$ cat config.mk
export PLATFORM = sky130hd
export DESIGN_NAME = sevenseg_counter_mux
export DESIGN_NICKNAME = d
export VERILOG_FILES = /design/src/rtl/sevenseg_counter_mux.sv
export SDC_FILE = /design/constraint.sdc
export NUM_CORES = 1
export LEC_CHECK = 0
export BUFFER_PORTS_ARGS = -buffer_cell sky130_fd_sc_hd__buf_4
export CAP_MARGIN = 20
export CORE_ASPECT_RATIO = 1.75
export CORE_UTILIZATION = 25
export CTS_CLUSTER_DIAMETER = 150
export DETAILED_ROUTE_END_ITERATION = 8
export MAX_ROUTING_LAYER = met4
export PLACE_DENSITY = 0.51
export SLEW_MARGIN = 30
export SYNTH_ARGS = -nofsm -noshare
export SYNTH_HDL_FRONTEND = slang
export SYNTH_HIERARCHICAL = 1
export SYNTH_SLANG_ARGS = --single-unit
$ cat constraint.sdc
create_clock -name clk -period 4.55 [get_ports clk]
set_clock_uncertainty 0.15 [all_clocks]
set_input_delay 0.6825 -clock clk [delete_from_list [all_inputs] [get_ports clk]]
set_output_delay 0.6825 -clock clk [all_outputs]
set_load 0.02 [all_outputs]
$ cat src/rtl/sevenseg_counter_mux.sv
// Multi-digit BCD/hex up/down counter with a time-multiplexed seven-segment driver.
// Define SEVENSEG_LZB_EN to blank leading zero digits on the display.
`timescale 1ns/1ps

module sevenseg_digit (
  input  logic [3:0] d,
  input  logic       step,
  input  logic       up,
  input  logic       bcd,
  output logic [3:0] nd,
  output logic       carry
);
  always_comb begin
    nd    = d;
    carry = 1'b0;
    if (step) begin
      if (up) begin
        // An illegal BCD digit counts as max, so it rolls to 0 with carry.
        if ((bcd && d >= 4'd9) || d == 4'hF) begin
          nd    = 4'd0;
          carry = 1'b1;
        end else begin
          nd = d + 4'd1;
        end
      end else begin
        if (d == 4'd0) begin
          nd    = bcd ? 4'd9 : 4'hF;
          carry = 1'b1;
        end else if (bcd && d > 4'd9) begin
          nd = 4'd9;
        end else begin
          nd = d - 4'd1;
        end
      end
    end
  end
endmodule

module sevenseg_counter_mux #(
  parameter int CLK_HZ  = 10_000_000,
  parameter int TICK_HZ = 1,
  parameter int DIGITS  = 4,
  parameter int SCAN_HZ = 1000
) (
  input  logic                  clk,
  input  logic                  rst_n,
  input  logic                  en,
  input  logic                  up_dn,
  input  logic                  bcd_mode,
  input  logic                  load,
  input  logic [4*DIGITS-1:0]   load_val,
  output logic [4*DIGITS-1:0]   count,
  output logic                  tick_out,
  output logic                  wrap,
  output logic [7:0]            seg,
  output logic [DIGITS-1:0]     dig_sel
);
  localparam int DIV  = CLK_HZ / TICK_HZ;
  localparam int SDIV = CLK_HZ / (SCAN_HZ * DIGITS);
  localparam int PW   = $clog2(DIV);
  localparam int SW   = (SDIV > 1) ? $clog2(SDIV) : 1;
  localparam int IW   = (DIGITS > 1) ? $clog2(DIGITS) : 1;
  localparam logic [PW-1:0] PMAX = PW'(DIV - 1);
  localparam logic [SW-1:0] SMAX = SW'(SDIV - 1);
  localparam logic [IW-1:0] IMAX = IW'(DIGITS - 1);

  logic [DIGITS-1:0][3:0] cnt, nxt, ld;
  logic [DIGITS:0]        carry;
  logic [PW-1:0]          presc;
  logic [SW-1:0]          sdiv;
  logic [IW-1:0]          idx;
  logic [DIGITS-1:0]      blank;
  logic                   tick;

  function automatic logic [7:0] font(input logic [3:0] d);
    case (d)
      4'h0: font = 8'hC0;  4'h1: font = 8'hF9;  4'h2: font = 8'hA4;  4'h3: font = 8'hB0;
      4'h4: font = 8'h99;  4'h5: font = 8'h92;  4'h6: font = 8'h82;  4'h7: font = 8'hF8;
      4'h8: font = 8'h80;  4'h9: font = 8'h90;  4'hA: font = 8'h88;  4'hB: font = 8'h83;
      4'hC: font = 8'hC6;  4'hD: font = 8'hA1;  4'hE: font = 8'h86;  default: font = 8'h8E;
    endcase
  endfunction

  // Ripple carry/borrow chain; the top digit's carry-out is the wrap condition.
  assign carry[0] = 1'b1;
  for (genvar i = 0; i < DIGITS; i++) begin : g_dig
    sevenseg_digit u_dig (
      .d     (cnt[i]),
      .step  (carry[i]),
      .up    (up_dn),
      .bcd   (bcd_mode),
      .nd    (nxt[i]),
      .carry (carry[i+1])
    );
    assign ld[i] = (bcd_mode && load_val[4*i +: 4] > 4'd9) ? 4'd9 : load_val[4*i +: 4];
  end

  assign tick  = en && (presc == PMAX);
  assign count = cnt;

  always_ff @(posedge clk or negedge rst_n) begin
    if (!rst_n) begin
      cnt      <= '0;
      presc    <= '0;
      tick_out <= 1'b0;
      wrap     <= 1'b0;
    end else if (load) begin
      cnt      <= ld;
      presc    <= '0;
      tick_out <= 1'b0;
      wrap     <= 1'b0;
    end else begin
      tick_out <= tick;
      wrap     <= tick & carry[DIGITS];
      if (en)   presc <= (presc == PMAX) ? '0 : presc + 1'b1;
      if (tick) cnt   <= nxt;
    end
  end

  always_comb begin
    blank = '0;
`ifdef SEVENSEG_LZB_EN
    begin
      logic zero_above;
      zero_above = 1'b1;
      for (int i = DIGITS - 1; i >= 1; i--) begin
        zero_above = zero_above & (cnt[i] == 4'd0);
        blank[i]   = zero_above;
      end
    end
`endif
  end

  always_ff @(posedge clk or negedge rst_n) begin
    if (!rst_n) begin
      sdiv    <= '0;
      idx     <= '0;
      seg     <= 8'hFF;
      dig_sel <= '1;
    end else begin
      if (sdiv == SMAX) begin
        sdiv <= '0;
        idx  <= (idx == IMAX) ? '0 : idx + 1'b1;
      end else begin
        sdiv <= sdiv + 1'b1;
      end
      seg     <= blank[idx] ? 8'hFF : font(cnt[idx]);
      dig_sel <= ~(DIGITS'(1) << idx);
    end
  end
endmodule

==> run summary <==
RUN STATUS
--------------------------------------------------------------------------------
Outcome                                                             complete, no violations

CELLS AND AREA
--------------------------------------------------------------------------------
Leading cell type in the layout, fill and taps excluded                  dfrtp_1
# fillers                                                                   2121
Net count of the finished layout                                             675
Layout cells sized above 1                                                 16.2%
Non-Filler Cell Area, Final                                         0.00600 mm^2
Antenna Diode Count                                                            0
Cell Count, Final, Fillers Out                                               882
Area growth from synthesis to final layout                                 15.7%
Top library cells by usage in the layout, fill and taps aside       dfrtp_1, buf_4, o21ai_0, nor2_1
Utilization after layout                                                   29.6%

TIMING
--------------------------------------------------------------------------------
Final critical delay including setup and external delays                 3.59 ns
Setup Viol. Count Final                                                        0
Hold Violations, Final                                                         0
Fin Setup TNS                                                               0 ns
Setup repair after global routing missed its margin                        false
Final cycle utilization of the critical path                               78.8%
Worst hold margin                                                       0.198 ns
Slew at the pin closest to its max-slew limit                           0.704 ns
Highest clock rate                                                       279 MHz
Fin. max-slew vios                                                             0
Headroom to the max-slew limit                                             53.0%
Fin worst setup slack                                                   0.965 ns

FLOORPLAN
--------------------------------------------------------------------------------
Initial standard-cell utilization of the core                              25.6%
Die W                                                                     111 um
# IOs                                                                         52
Number of core rows                                                           69
Overall die height                                                        193 um
Die Footprint                                                        0.0214 mm^2
Core footprint                                                       0.0203 mm^2

CRITICAL PATH
--------------------------------------------------------------------------------
CP required                                                              4.64 ns
CP max FO                                                                     11
Series of cell instances along the critical path                    inv_1 -> ha_1 -> nand3b_1 -> and4_4 -> nor3b_1 -> buf_4 -> nor3b_1 -> buf_4 -> nor3b_1 -> buf_4 -> nand4_1 -> mux2i_1 -> a22o_1 -> a311o_1 -> inv_1 -> o311ai_1
Arrival time at the worst endpoint                                       3.67 ns
Top delay family on crit path                                       simple AND/OR/NAND/NOR gates
Total buffers and inverters traversed by the critical path                     5
Kind of start point of the critical path                               flip-flop
Slowest cell delay on critical path                                      0.54 ns
Endpoint type of the worst setup path                                  flip-flop
Kind of critical path                                               flip-flop to flip-flop
Max stage delay cell, worst path                                         dfrtp_1

PLACED DESIGN
--------------------------------------------------------------------------------
Worst setup slack after placement                                       0.901 ns
Count of placed standard cells including taps                                866
Placement Cell Area                                                 0.00567 mm^2
Placed wire-length estimate                                             10200 um
Routability cong.                                                          0.822
IO Port Bufs                                                                  50

GLOBAL ROUTING
--------------------------------------------------------------------------------
Pin count of the biggest net entering global routing                          68
Global route hottest layer                                                  met2
Vias in the first global route                                              4408
Number of antenna violations at the first check in global routing              0
Met1 layer usage reported by global route                                  14.7%
Met3 demand-to-capacity share in global routing                            2.10%
Total congestion overflow after global routing                                 0
Met2 global-route usage                                                    25.2%
Total routing resource utilization after global routing                    13.9%
Global-route wire length before repair                                  22900 um

LOGIC SYNTHESIS
--------------------------------------------------------------------------------
Leading area contributor after synthesis                                 dfrtp_1
Share of async-settable or async-resettable flops after synthesis           100%
Count of different cell masters after synthesis                               67
Number of register bits inferred by synthesis                                 67
Main area contributors after synthesis                              dfrtp_1, ha_1, dfstp_2
Seq/Total Area, Yosys                                                      32.6%
Number of flops mapped to enable cells by yosys                                0
Synthesis warning total                                                       13
Post-Syn Area per Cell                                                 8.59 um^2
Netlist area before placement                                       0.00519 mm^2
Area share of the leading cell type in the synthesized netlist             27.0%
Commonest register cell after synthesis                                  dfrtp_1
Gate Count Post-Synth                                                        604

CLOCK TREE
--------------------------------------------------------------------------------
Root buf cell                                                          clkbuf_16
Number of gates given a new drive strength after cts                           0
Total number of H-tree levels                                                  3
Clock-pin slew on the worst setup and hold paths                         0.06 ns
Clock tree from TritonCTS                                                    yes
Num Clock Sinks                                                               67
Number of CTS-inserted buffers                                                 9
Buffers inserted by post-CTS timing repair                                     0
Buffer depth of the longest clock path                                         2
Worst-Skew Late Latency                                                  0.34 ns
Total of hold buffers inserted after clock tree synthesis                      0

PWR
--------------------------------------------------------------------------------
P per Cell Area                                                      303 mW/mm^2
VDD IR max                                                            0.000129 V
Leakage                                                                  2.38 nW
Final total power                                                        1.82 mW

ROUTING
--------------------------------------------------------------------------------
Wirelength, routed                                                      14500 um
Routed length per instance                                               16.4 um
Detailed Route Iter0 Violations                                              311
Detailed-route via count                                                    4627
Remaining antenna violation count                                              0
DRC viols                                                                      0
Iteration count of the initial detailed-routing pass                           4
Mean number of vias per cell                                                5.25

MIN PATH
--------------------------------------------------------------------------------
Min-Delay Path Class                                                input port to asynchronous set/reset pin

RUN
--------------------------------------------------------------------------------
Number of max-cap violations                                                   0

==> kinds of logic (layout without fill, tap and decap cells) <==
group / after synthesis / count (layout) / synth area share, %
flip-flops: 67 / 67 / 32.6
adder cells (fa/ha/maj): 24 / 24 / 5.79
other: 1 / 2 / 0.0723
multiplexers: 10 / 10 / 2.94
AND/OR/NAND/NOR: 234 / 234 / 26.5
buffers and inverters: 82 / 111 / 7.62
XOR/XNOR: 18 / 18 / 3.04
AO/OA/AOI/OAI: 168 / 168 / 21.4
==> state kept, by name, summed over array words and instances, names as in the netlist <==
name      cells
presc        24
count        16
sdiv         12
seg           7
dig_sel       4
idx           2
tick_out      1
wrap          1
==> path summary, 6_finish.rpt <==
| check | startpoint | cells after the start | slack [ns] | to |
|---|---|---|---|---|
| max | count[0] | 16 | 0.96 | count[15] |
| max in group asynchronous | rst_n | 1 | 3.59 | presc[11] |
| min | rst_n | 1 | 0.20 | idx[0] |
| min reg2reg | sdiv[0] | 1 | 0.31 | sdiv[0] |
| max reg2reg | count[0] | 16 | 0.96 | count[15] |
| min in group clk | sdiv[0] | 1 | 0.31 | sdiv[0] |
==> layout make-up <==
type	count	area [um^2]	share of cell area (%)
Clock buffer	12	256	4.27
Clock inverter	4	73.8	1.23
Inverter	40	150	2.50
Multi-Input combinational cell	456	3110	51.7
Sequential cell	67	1690	28.2
Tap cell	248	310	5.17
Timing Repair Buffer	55	417	6.94
==> layer usage <==
| layer | vias to the layer above | wire length [um] | share of wire, % |
|---|---|---|---|
| met5 | - | 0 | 0 |
| met4 | 0 | 455 | 3.1 |
| li1 | 2255 | - | - |
| met2 | 97 | 7790 | 54 |
| met3 | 29 | 451 | 3.1 |
| met1 | 2246 | 5770 | 40 |
==> power breakdown <==
part	internal, mW	leakage (nW)	switching [mW]
Sequential	0.626	0.851	0.0549
Combinational	0.152	1.37	0.199
Clock	0.510	0.163	0.276
Total	1.29	2.38	0.530
==> synthesized netlist by cell type, types with 11 or more instances <==
| master | number |
|---|---|
| o21ai_0 | 47 |
| buf_4 | 13 |
| nor2b_1 | 20 |
| nor2_1 | 42 |
| nand3_1 | 40 |
| buf_2 | 13 |
| o211ai_1 | 14 |
| nand2_1 | 34 |
| inv_1 | 40 |
| dfstp_2 | 11 |
| nand2b_1 | 17 |
| clkbuf_1 | 13 |
| a21oi_1 | 35 |
| dfrtp_1 | 56 |
| nand4_1 | 13 |
| o311ai_1 | 12 |
| ha_1 | 24 |
No activity file was read; power rests on OpenSTA's default activity.
